<file path="src/rtl/reaction_pkg.sv">
// Shared definitions for the multi-player reaction timer: state codes,
// LFSR constants and the winner-index width helper.
package reaction_pkg;

   typedef enum logic [2:0] {
      S_IDLE  = 3'd0,
      S_WAIT  = 3'd1,
      S_ARMED = 3'd2,
      S_DONE  = 3'd3,
      S_FALSE = 3'd4
   } state_t;

   // Fibonacci taps 16,14,13,11 -> bits 15,13,12,10
   localparam logic [15:0] LFSR_TAPS     = 16'hB400;
   localparam logic [15:0] LFSR_SEED_DEF = 16'hACE1;

   function automatic int win_w(input int n);
      return (n <= 1) ? 1 : $clog2(n);
   endfunction

endpackage

</file>
<file path="src/rtl/ms_tick_gen.sv">
// Millisecond prescaler: counts 0..TICKS_PER_MS-1, tick is high in the last count.
// clr restarts the count so the first tick lands TICKS_PER_MS cycles later.
module ms_tick_gen #(
   parameter int TICKS_PER_MS = 50000
) (
   input  logic clk,
   input  logic reset_n,
   input  logic clr,
   output logic tick
);

   localparam int            CW   = (TICKS_PER_MS <= 1) ? 1 : $clog2(TICKS_PER_MS);
   localparam logic [CW-1:0] LAST = CW'(TICKS_PER_MS - 1);

   logic [CW-1:0] cnt;

   assign tick = (cnt == LAST);

   always_ff @(posedge clk or negedge reset_n) begin
      if (!reset_n)        cnt <= '0;
      else if (clr || tick) cnt <= '0;
      else                 cnt <= cnt + CW'(1);
   end

endmodule

</file>
<file path="src/rtl/reaction_timer_multi.sv">
// N-player reaction timer: random delay, LED, per-player ms timestamps,
// false-start detection, timeout and winner selection.
module reaction_timer_multi #(
   parameter int          N_PLAYERS    = 2,
   parameter int          TIME_W       = 14,
   parameter int          TICKS_PER_MS = 50000,
   parameter int          MIN_DELAY_MS = 2000,
   parameter int          RAND_W       = 12,
   parameter int          MAX_TIME_MS  = 9999,
   parameter logic [15:0] LFSR_SEED    = reaction_pkg::LFSR_SEED_DEF
) (
   input  logic                                            clk,
   input  logic                                            reset_n,
   input  logic                                            start,
   input  logic                                            clear,
   input  logic [N_PLAYERS-1:0]                            stop,
   output logic                                            led,
   output logic [2:0]                                      state,
   output logic [N_PLAYERS*TIME_W-1:0]                     player_time,
   output logic [N_PLAYERS-1:0]                            player_valid,
   output logic [N_PLAYERS-1:0]                            timeout,
   output logic [N_PLAYERS-1:0]                            false_start,
   output logic [reaction_pkg::win_w(N_PLAYERS)-1:0]       winner,
   output logic                                            winner_valid,
   output logic                                            done_tick
);

   import reaction_pkg::*;

   localparam int                WIN_W  = win_w(N_PLAYERS);
   localparam int                DLY_W  = $clog2(MIN_DELAY_MS + 2**RAND_W);
   localparam logic [TIME_W-1:0] T_MAX  = TIME_W'(MAX_TIME_MS);
   localparam logic [TIME_W-1:0] T_LAST = TIME_W'(MAX_TIME_MS - 1);

   state_t                             state_q, state_d;
   logic [15:0]                        lfsr;
   logic                               ms_tick;
   logic [DLY_W-1:0]                   dly_q, dly_d;
   logic [TIME_W-1:0]                  tcnt_q, tcnt_d;
   logic [N_PLAYERS-1:0][TIME_W-1:0]   pt_q, pt_d;
   logic [N_PLAYERS-1:0]               pv_q, pv_d, to_q, to_d, fs_q, fs_d;
   logic [N_PLAYERS-1:0]               latch;
   logic [WIN_W-1:0]                   win_q, win_d;
   logic                               wv_q, wv_d, done_q;

   // Prescaler restarts on every state change so ms boundaries align to entry.
   ms_tick_gen #(.TICKS_PER_MS(TICKS_PER_MS)) u_tick (
      .clk     (clk),
      .reset_n (reset_n),
      .clr     (state_d != state_q),
      .tick    (ms_tick)
   );

   always_ff @(posedge clk or negedge reset_n) begin
      if (!reset_n) lfsr <= LFSR_SEED;
      else          lfsr <= {lfsr[14:0], ^(lfsr & LFSR_TAPS)};
   end

   always_ff @(posedge clk or negedge reset_n) begin
      if (!reset_n) state_q <= S_IDLE;
      else          state_q <= state_d;
   end

   always_comb begin
      state_d = state_q;
      dly_d   = dly_q;
      tcnt_d  = tcnt_q;
      pt_d    = pt_q;
      pv_d    = pv_q;
      to_d    = to_q;
      fs_d    = fs_q;
      win_d   = win_q;
      wv_d    = wv_q;
      latch   = '0;
      if (clear) begin
         state_d = S_IDLE;
         pt_d = '0; pv_d = '0; to_d = '0; fs_d = '0; win_d = '0; wv_d = 1'b0;
      end else begin
         case (state_q)
            S_IDLE: if (start) begin
               dly_d   = DLY_W'(MIN_DELAY_MS) + DLY_W'(lfsr[RAND_W-1:0]);
               pt_d = '0; pv_d = '0; to_d = '0; fs_d = '0; win_d = '0; wv_d = 1'b0;
               state_d = S_WAIT;
            end
            S_WAIT: begin
               if (|stop) begin
                  fs_d    = stop;
                  state_d = S_FALSE;
               end else if (ms_tick) begin
                  if (dly_q <= DLY_W'(1)) begin
                     tcnt_d  = '0;
                     state_d = S_ARMED;
                  end else begin
                     dly_d = dly_q - DLY_W'(1);
                  end
               end
            end
            S_ARMED: begin
               latch = stop & ~pv_q;
               for (int i = 0; i < N_PLAYERS; i++)
                  if (latch[i]) begin
                     pt_d[i] = tcnt_q;
                     pv_d[i] = 1'b1;
                  end
               // Scan high-to-low so the lowest simultaneous index wins.
               if (!wv_q && |latch) begin
                  wv_d = 1'b1;
                  for (int i = N_PLAYERS - 1; i >= 0; i--)
                     if (latch[i]) win_d = WIN_W'(i);
               end
               if (ms_tick && tcnt_q != T_MAX) tcnt_d = tcnt_q + TIME_W'(1);
               if (ms_tick && tcnt_q == T_LAST) begin
                  for (int i = 0; i < N_PLAYERS; i++)
                     if (!pv_d[i]) begin
                        pt_d[i] = T_MAX;
                        to_d[i] = 1'b1;
                        pv_d[i] = 1'b1;
                     end
                  state_d = S_DONE;
               end else if (&pv_d) begin
                  state_d = S_DONE;
               end
            end
            S_DONE, S_FALSE: ;
            default: state_d = S_IDLE;
         endcase
      end
   end

   always_ff @(posedge clk or negedge reset_n) begin
      if (!reset_n) begin
         dly_q  <= '0;
         tcnt_q <= '0;
         pt_q   <= '0;
         pv_q   <= '0;
         to_q   <= '0;
         fs_q   <= '0;
         win_q  <= '0;
         wv_q   <= 1'b0;
         done_q <= 1'b0;
      end else begin
         dly_q  <= dly_d;
         tcnt_q <= tcnt_d;
         pt_q   <= pt_d;
         pv_q   <= pv_d;
         to_q   <= to_d;
         fs_q   <= fs_d;
         win_q  <= win_d;
         wv_q   <= wv_d;
         done_q <= (state_d != state_q) && (state_d == S_DONE || state_d == S_FALSE);
      end
   end

   assign led          = (state_q == S_ARMED);
   assign state        = state_q;
   assign player_time  = pt_q;
   assign player_valid = pv_q;
   assign timeout      = to_q;
   assign false_start  = fs_q;
   assign winner       = win_q;
   assign winner_valid = wv_q;
   assign done_tick    = done_q;

endmodule

</file>
<file path="config.mk">
export PLATFORM = sky130hd
export DESIGN_NAME = reaction_timer_multi
export DESIGN_NICKNAME = d
export VERILOG_FILES = /design/src/rtl/reaction_pkg.sv /design/src/rtl/ms_tick_gen.sv /design/src/rtl/reaction_timer_multi.sv
export SDC_FILE = /design/constraint.sdc
export NUM_CORES = 1
export LEC_CHECK = 0
export CAP_MARGIN = 5
export CORE_UTILIZATION = 45
export DETAILED_ROUTE_END_ITERATION = 10
export GPL_ROUTABILITY_DRIVEN = 0
export PLACE_DENSITY = 0.74
export REMOVE_ABC_BUFFERS = 1
export SKIP_CTS_REPAIR_TIMING = 1
export SYNTH_ARGS = -nofsm -noshare
export SYNTH_HDL_FRONTEND = slang
export SYNTH_SLANG_ARGS = --single-unit
</file>
<file path="constraint.sdc">
create_clock -name clk -period 5.65 [get_ports clk]
set_input_delay 0.8475 -clock clk [delete_from_list [all_inputs] [get_ports clk]]
set_output_delay 0.8475 -clock clk [all_outputs]
set_load 0.01 [all_outputs]
</file>
==> impl_metrics.toml <==
[synth]
synthMuxAreaShare = 0.03438
synth.avg_cell_area_um2 = 10.16
synth_edf_count = 0
async_flop_share = 1.000
synth_compound_area_frac = 0.1615
synthFlopType = "dfrtp_1"
yosys.area_share.simple = 0.2357
synth_largest_area_cell = "dfrtp_1"
ys_seq_area_frac = 0.4681
ys.warnings.count = 0
yosys.area_share.xor_xnor = 0.04780
synth_common_cells = "dfrtp_1, nand3_1, a21oi_1, nand2_1, o21ai_0"
yosys.area_share.adder = 0.01413
ys_top_cells_by_area = "dfrtp_1, nand3_1, dfstp_2"
synth_seq_cells = 99
synth_cell_types = 70
syn-cell-area_mm2 = 0.005314
synth_top_family_by_area = "simple AND/OR/NAND/NOR gates"
synth_most_common_cell = "dfrtp_1"
synth.top_cell.area_share = 0.4285
synthCells = 523

[drt]
dr_wl_met2_mm = 6.139
dr.pass1.iters = 5
wl_per_cell_um = 17.59
viasPerCell = 6.083
drc = 0
wl_mm = 12.29
top_layer = "met4"
dr_wl_met3_um = 654
drt-met1-wl_mm = 5.262
drt_iter0_drc = 221
vias = 4252
ant_nets = 0

[timing]
slew_headroom = 0.2580
fin_setup_tns_ns = 0
worst_slew_pin_slew_ns = 1.113
hold_viol = 0
rsz0062_at_grt = "false"
max_freq_mhz = 322.1
hold_ws_ns = 0.3565
min_period_over_period = 0.5495
min_period_ns = 3.105
finClkSkew_ns = 0.007581
finalSetupViolations = 0
slew_violations = 0

[global_routing]
grt.overflow.total = 0
grt_max_degree = 60
antenna_found_initial = 0
grt_pass1_vias = 4147
grt_pass1_wl_mm = 20.72
grt_use_total = 0.2086

[power_and_ir_drop]
vdd_drop_max_mv = 0.1679
power_density_mw_per_mm2 = 247.7
power.leakage_nw = 2.546

[clock_tree]
clk_latency_ns = 0.35
cts_sinks = 99
cts_tree = "built"
cts.htree.levels = 3
cts-root-buf = "clkbuf_16"
clk_pin_slew_ns = 0.07
cts-buffers-inserted = 9
clockBufferDepth = 2

[place]
dp_cells = 683
dp_hpwl_mm = 8.192
io_buffer_count = 46

[critical_path]
cp_num_buf_inv = 1
cp_slowest_cell = "a21oi_2"
worst_setup_path_end_kind = "register"
max_stage_delay_ns = 0.86
path_class = "in -> reg"
cp_max_fo = 28
required_ns = 5.91
crit_family = "compound AO/OA/AOI/OAI gates"
path_cells = "clkdlybuf4s50_1 > nor2_1 > o21ai_1 > a21oi_2 > nand3_1 > mux2i_1"
worst_ep_arrival_time_ns = 3.37
timing.critical_path.from_type = "primary input"

[die]
core_mm2 = 0.01147
die_area_mm2 = 0.01225
initial_core_util = 0.4634
die_h_um = 110.7
rows = 39
io_pins = 47
fp.dieW_um = 110.7

[cells_and_area]
final_nets = 563
antennaDiodeCount = 0
drive_gt1_frac = 0.09712
fin_cells = 699
syn_to_final_growth_pct = 15.02

[worst_hold_path]
hold_path_class = "reg -> reg"

[run_status]
status = "completed"

[flow_run]
drv_cap = 0
state kept, by name (all words and copies together), names as in the netlist:
| signal | flops |
|---|---|
| u_tick.cnt | 16 |
| false_start | 2 |
| tcnt_q | 14 |
| done_tick | 1 |
| winner | 1 |
| state | 3 |
| timeout | 2 |
| dly_q | 13 |
| winner_valid | 1 |
| player_valid | 2 |
| lfsr | 16 |
| player_time | 28 |
where the power goes:
group | leakage (nW) | switching (W) | internal (W)
sequential | 1.32 | 0.0000306 | 0.000734
clock | 0.130 | 0.000263 | 0.000312
combinational | 1.09 | 0.000111 | 0.0000624
total | 2.55 | 0.000405 | 0.00111
worst reg2reg max path, cell delays in order (launching register included):
cell	delay, ns
dfrtp_1	0.46
nor4bb_1	0.50
nand4_1	0.43
o21ai_0	0.38
a2bb2oi_2	0.09
buf_4	0.23
a2111oi_2	0.38
per-layer routing:
| layer | vias up | global-route usage |
|---|---|---|
| met1 | 2124 | 0.2751 |
| met2 | 123 | 0.3408 |
| li1 | 1992 | - |
| met5 | - | 0 |
| met4 | 0 | 0.08356 |
| met3 | 13 | 0.03718 |
metrics by stage:
stage               setup slack (ns)  area (um^2)   power, W  utilization
finish                         2.545         6112   0.001514       0.5330
global route                   2.251         6112   0.001583       0.5330
CTS                            2.561         6112   0.001526       0.5330
detailed placement             2.179         5841  0.0009501       0.5093
global placement               2.324         5841  0.0009420       0.5093
floorplan                      2.361         5155  0.0008846            -
cell families (layout without fill, tap and decap cells):
kind of cell	Yosys count	in the layout
AO/OA/AOI/OAI	127	127
buffers and inverters	46	79
XOR/XNOR	29	29
multiplexers	18	18
flip-flops	99	99
adder cells (fa/ha/maj)	6	6
AND/OR/NAND/NOR	198	198
path summary, 6_finish.rpt:
kind                                             start                          to  slack, ns  cells after the start
worst max-delay path                           stop[0]    u_tick.cnt[15]$_DFF_PN0_       2.55                      6
worst min-delay path                lfsr[14]$_DFF_PN0_          lfsr[15]$_DFF_PN1_       0.36                      0
worst max register to register  tcnt_q[13]$_DFFE_PN0P_         done_tick$_DFF_PN0_       3.04                      6
worst min register to register      lfsr[14]$_DFF_PN0_          lfsr[15]$_DFF_PN1_       0.36                      0
max in group asynchronous                      reset_n         done_tick$_DFF_PN0_       4.05                      2
min in group asynchronous                      reset_n  player_time[8]$_DFFE_PN0P_       0.47                      1
area by class of cell:
type                            instances  area (um^2)
Clock buffer                           13        250.2
Inverter                               12        45.04
Clock inverter                          3        21.27
Tap cell                              143        178.9
Sequential cell                        99         2487
Multi-Input combinational cell        378         2634
Fill cell                             992         5355
Timing Repair Buffer                   51        495.5
cell usage in the layout, fill, tap and decap left out, drive strengths merged, types with 7 or more instances in the layout:
master	count
dfstp	8
clkdlybuf4s50	45
inv	13
clkbuf	13
mux2i	16
or3	7
a21oi	38
or4	7
o21ai	33
nand3	49
and3	8
nor3	12
nand4	19
nand2	34
xnor2	16
nor2	23
o31ai	7
xor2	13
a22o	13
dfrtp	91
(Power assumes the default switching activity.)
==> variant 1, RTL diff (same flow settings) <==
Reset style: synchronous (`reset_n`), changed in 4 clocked blocks.
--- a/src/rtl/ms_tick_gen.sv
+++ b/src/rtl/ms_tick_gen.sv
@@ -16,7 +16,7 @@
 
    assign tick = (cnt == LAST);
 
-   always_ff @(posedge clk or negedge reset_n) begin
+   always_ff @(posedge clk) begin
       if (!reset_n)        cnt <= '0;
       else if (clr || tick) cnt <= '0;
       else                 cnt <= cnt + CW'(1);
--- a/src/rtl/reaction_timer_multi.sv
+++ b/src/rtl/reaction_timer_multi.sv
@@ -51,12 +51,12 @@
       .tick    (ms_tick)
    );
 
-   always_ff @(posedge clk or negedge reset_n) begin
+   always_ff @(posedge clk) begin
       if (!reset_n) lfsr <= LFSR_SEED;
       else          lfsr <= {lfsr[14:0], ^(lfsr & LFSR_TAPS)};
    end
 
-   always_ff @(posedge clk or negedge reset_n) begin
+   always_ff @(posedge clk) begin
       if (!reset_n) state_q <= S_IDLE;
       else          state_q <= state_d;
    end
@@ -127,7 +127,7 @@
       end
    end
 
-   always_ff @(posedge clk or negedge reset_n) begin
+   always_ff @(posedge clk) begin
       if (!reset_n) begin
          dly_q  <= '0;
          tcnt_q <= '0;
Check against the original RTL: differs if reset_n is asserted again (counterexample within 4 cycles, from zero or initial values and one cycle with reset_n low); with reset_n held inactive, the same outputs for 10 cycles.
==> variant 1 against the unedited design <==
- worst setup slack improved by 0.018 ns
- synthesized area shrank 14%
- non-clock buffer count shrank 2
- total power fell by 16%
- cell area decreased by 14%
- wire length shrank 14%
- clock skew grew 0.0013 ns
- sequential cell count unchanged
- critical path type is now reg2reg
- largest power group unchanged
- highest routed layer unchanged
==> variant 1: results <==
group,metric,value,unit
layout,seq_cells,99,
global_route,grt_start_max_net_pins,43,
setup_path,cp_max_fo,17,
power,p_total,1280,uW
logic_synthesis,ys.flop_type,"dfxtp_1",
power,clockPowerShare,0.336,
layout,seq_share,0.377,
run_status,status,"completed",
layout,nMultiInputCombCells,401,
layout,fin_nets,586,
global_route,grtUsageMet3,0.0441,
route,via_per_inst,5.75,
power,ir_worst_vdd,0.103,mV
logic_synthesis,synthArstFlopShare,0,
setup_path,cp-endpoint,"tcnt_q[7]$_SDFFE_PN0P_",
setup_path,cp-startpoint,"state[0]$_SDFF_PN0_",
logic_synthesis,synthXorXnorAreaFrac,0.0463,
die,placeableCoreArea,0.00977,mm^2
logic_synthesis,synth_compound_area_frac,0.188,
setup_path,r2r-start,"state[0]$_SDFF_PN0_",
placement,dpl-instance-area,0.00507,mm^2
layout,num-nonclk-buffers,49,
power,p_leak,0.00176,uW
layout,clk_share,0.0361,
route,wire_per_inst,14.8,um
route,first_iter_violations,281,
global_route,grt_pass1_vias,3713,
global_route,use_met1,0.282,
placement,dp.cells,696,
route,wl_met2,4950,um
clock_tree,cts_root_buf,"clkbuf_8",
placement,pre_cts_slack,2.43,ns
layout,drive_gt1_frac,0.0501,
global_route,grt.met2_usage,0.342,
layout,inverters,14,
route,routed_wl,10500,um
logic_synthesis,synth.avg_cell_area,8.37,um^2
global_route,grt_pass1_wl,17800,um
## variant 1: worst min-delay path by stage
stage / startpoint / cells after the start / slack (ns) / to
6_report: lfsr[14]$_SDFF_PN0_ / 1 / 0.42 / lfsr[15]$_SDFF_PN1_
5_1_grt: lfsr[14]$_SDFF_PN0_ / 1 / 0.43 / lfsr[15]$_SDFF_PN1_
4_1_cts: lfsr[14]$_SDFF_PN0_ / 1 / 0.42 / lfsr[15]$_SDFF_PN1_
3_5_place_dp: lfsr[14]$_SDFF_PN0_ / 1 / 0.40 / lfsr[15]$_SDFF_PN1_
3_3_place_gp: lfsr[14]$_SDFF_PN0_ / 1 / 0.39 / lfsr[15]$_SDFF_PN1_
2_1_floorplan: lfsr[14]$_SDFF_PN0_ / 1 / 0.39 / lfsr[15]$_SDFF_PN1_
## variant 1: worst max-delay path, stage by stage, from the launching register on
cell and delay, ns:
dfxtp_1 0.64, nor3b_2 0.90, nand2_1 0.23, nor3b_1 0.52, nand2b_1 0.13, nand2_1 0.41, nor3_1 0.12
==> variant 2, RTL diff (same flow settings) <==
Made on the original files. `TICKS_PER_MS` is set to 50000 in 2 places; all go to 100000.
--- a/src/rtl/ms_tick_gen.sv
+++ b/src/rtl/ms_tick_gen.sv
@@ -1,7 +1,7 @@
 // Millisecond prescaler: counts 0..TICKS_PER_MS-1, tick is high in the last count.
 // clr restarts the count so the first tick lands TICKS_PER_MS cycles later.
 module ms_tick_gen #(
-   parameter int TICKS_PER_MS = 50000
+   parameter int TICKS_PER_MS = 100000
 ) (
    input  logic clk,
    input  logic reset_n,
--- a/src/rtl/reaction_timer_multi.sv
+++ b/src/rtl/reaction_timer_multi.sv
@@ -3,7 +3,7 @@
 module reaction_timer_multi #(
    parameter int          N_PLAYERS    = 2,
    parameter int          TIME_W       = 14,
-   parameter int          TICKS_PER_MS = 50000,
+   parameter int          TICKS_PER_MS = 100000,
    parameter int          MIN_DELAY_MS = 2000,
    parameter int          RAND_W       = 12,
    parameter int          MAX_TIME_MS  = 9999,
Formal check against the unedited RTL: no difference found for any inputs over 4 cycles, from zero or initial values and one cycle with reset_n low; that may be too few to reach the edited logic, so the function may still have changed.
==> variant 2 against the unedited design <==
- synthesized area shrank 6.1%
- final cell count shrank 1.3%
- total power shrank 5.3%
- cell area shrank 6.1%
- synthesized cell count shrank 2.3%
- wire length shrank 6.3%
- first-iteration DRC count grew 60%
- critical endpoint is now tcnt_q[1]$_DFFE_PN0P_
- sequential cell count grew 1
- sequential share of layout area grew 3.1 points
- worst setup slack lost 0.14 ns
==> variant 2: results <==
group,metric,value,unit
power,ir_worst_vdd,0.152,mV
placement,dp_hpwl,7980,um
logic_synthesis,ys_types,59,
clock_tree,cts_root_buf,"clkbuf_8",
route,wl_met2,5290,um
sta,slew_headroom,0.203,
route,routed_wl,11500,um
setup_path,slowest_delay,0.94,ns
layout,drive_gt1_frac,0.0745,
route,wire_per_inst,16.7,um
setup_path,critPathSlowestCell,"o221ai_1",
logic_synthesis,synth_area_leaders,"dfrtp_1 (46%), dfstp_2 (4.2%), a21oi_1 (3.6%)",
setup_path,r2r-end,"tcnt_q[1]$_DFFE_PN0P_",
route,top_layer,"met4",
global_route,grt_pass1_vias,3682,
setup_path,r2r-start,"state[0]$_DFF_PN0_",
run_status,status,"completed",
route,via_per_inst,5.91,
route,first_iter_violations,354,
sta,holdWs,0.321,ns
sta,fmax,308,MHz
route,dr_wl_met3,534,um
route,met1_length,5500,um
logic_synthesis,yosys_warnings,0,
logic_synthesis,synthArstFlopShare,1.00,
route,dr.pass1.iters,5,
placement,dpl-instance-area,0.00554,mm^2
placement,dp.cells,674,
setup_path,arrival,3.51,ns
power,p_sw_frac,0.279,
layout,fin_nets,557,
logic_synthesis,ys_seq_area_frac,0.504,
global_route,grt_pass1_wl,19100,um
setup_path,r2r_cells,4,
hold_path,worstHoldPathType,"in2async",
placement,io_buffer_count,46,
layout,nFillCells,979,
clock_tree,clk_pin_slew,0.09,ns
sta,fin_worst_skew,0.00907,ns
layout,final_util,0.529,
logic_synthesis,ys_top_cells_by_count,"dfrtp_1 (92), nand2_1 (48), nor2_1 (48)",
power,p_leak,0.00247,uW
clock_tree,clock_latency,0.37,ns
placement,pre_cts_slack,2.16,ns
logic_synthesis,synthCells,511,
setup_path,ff2ff_setup_slack,2.40,ns
global_route,grtUsageTotal,0.214,
global_route,grt_start_max_net_pins,85,
setup_path,cp_max_fo,18,
## variant 2: cell count changes after synthesis, moves of 10 or more
cell	change
a21o_1	+15
nand3_1	-29
mux2i_1	-15
buf_2	-10
nor2_1	+26
nand2_1	+14
## variant 2: layout make-up
class / count / share of cell area
Sequential cell: 100 / 0.438
Clock inverter: 3 / 0.00807
Timing Repair Buffer: 48 / 0.0824
Multi-Input combinational cell: 376 / 0.409
Inverter: 10 / 0.00654
Clock buffer: 13 / 0.0259
Tap cell: 140 / 0.0305
## variant 2: worst max-delay path by stage
stage | start | endpoint | cells after the start
after detailed placement | clear | u_tick.cnt[6]$_DFF_PN0_ | 6
final | state[0]$_DFF_PN0_ | tcnt_q[1]$_DFFE_PN0P_ | 4
after global placement | clear | u_tick.cnt[16]$_DFF_PN0_ | 6
after global routing | state[0]$_DFF_PN0_ | tcnt_q[1]$_DFFE_PN0P_ | 4
after CTS | state[0]$_DFF_PN0_ | tcnt_q[1]$_DFFE_PN0P_ | 4
after floorplan | state[0]$_DFF_PN0_ | tcnt_q[1]$_DFFE_PN0P_ | 4
## variant 2: per-layer routing
layer | vias up | GRT usage
li1 | 1937 | -
met5 | - | 0
met1 | 1994 | 0.317
met2 | 134 | 0.313
met4 | 0 | 0.0920
met3 | 15 | 0.0309
## variant 2: cells by family after synthesis
| group | share of synthesized area |
|---|---|
| fa+ha+maj | 0.0150 |
| xor+xnor | 0.0421 |
| flops | 0.504 |
| mux | 0.00878 |
| buf+inv | 0.0263 |
| compound gates | 0.212 |
| simple gates | 0.192 |
## variant 2: power by group through the flow
stage	combinational [uW]	sequential (uW)	clock, uW
6_report	176	803	454
3_5_place_dp	175	815	0
5_1_grt	198	809	496
3_3_place_gp	170	813	0
4_1_cts	176	801	467
2_1_floorplan	119	801	0
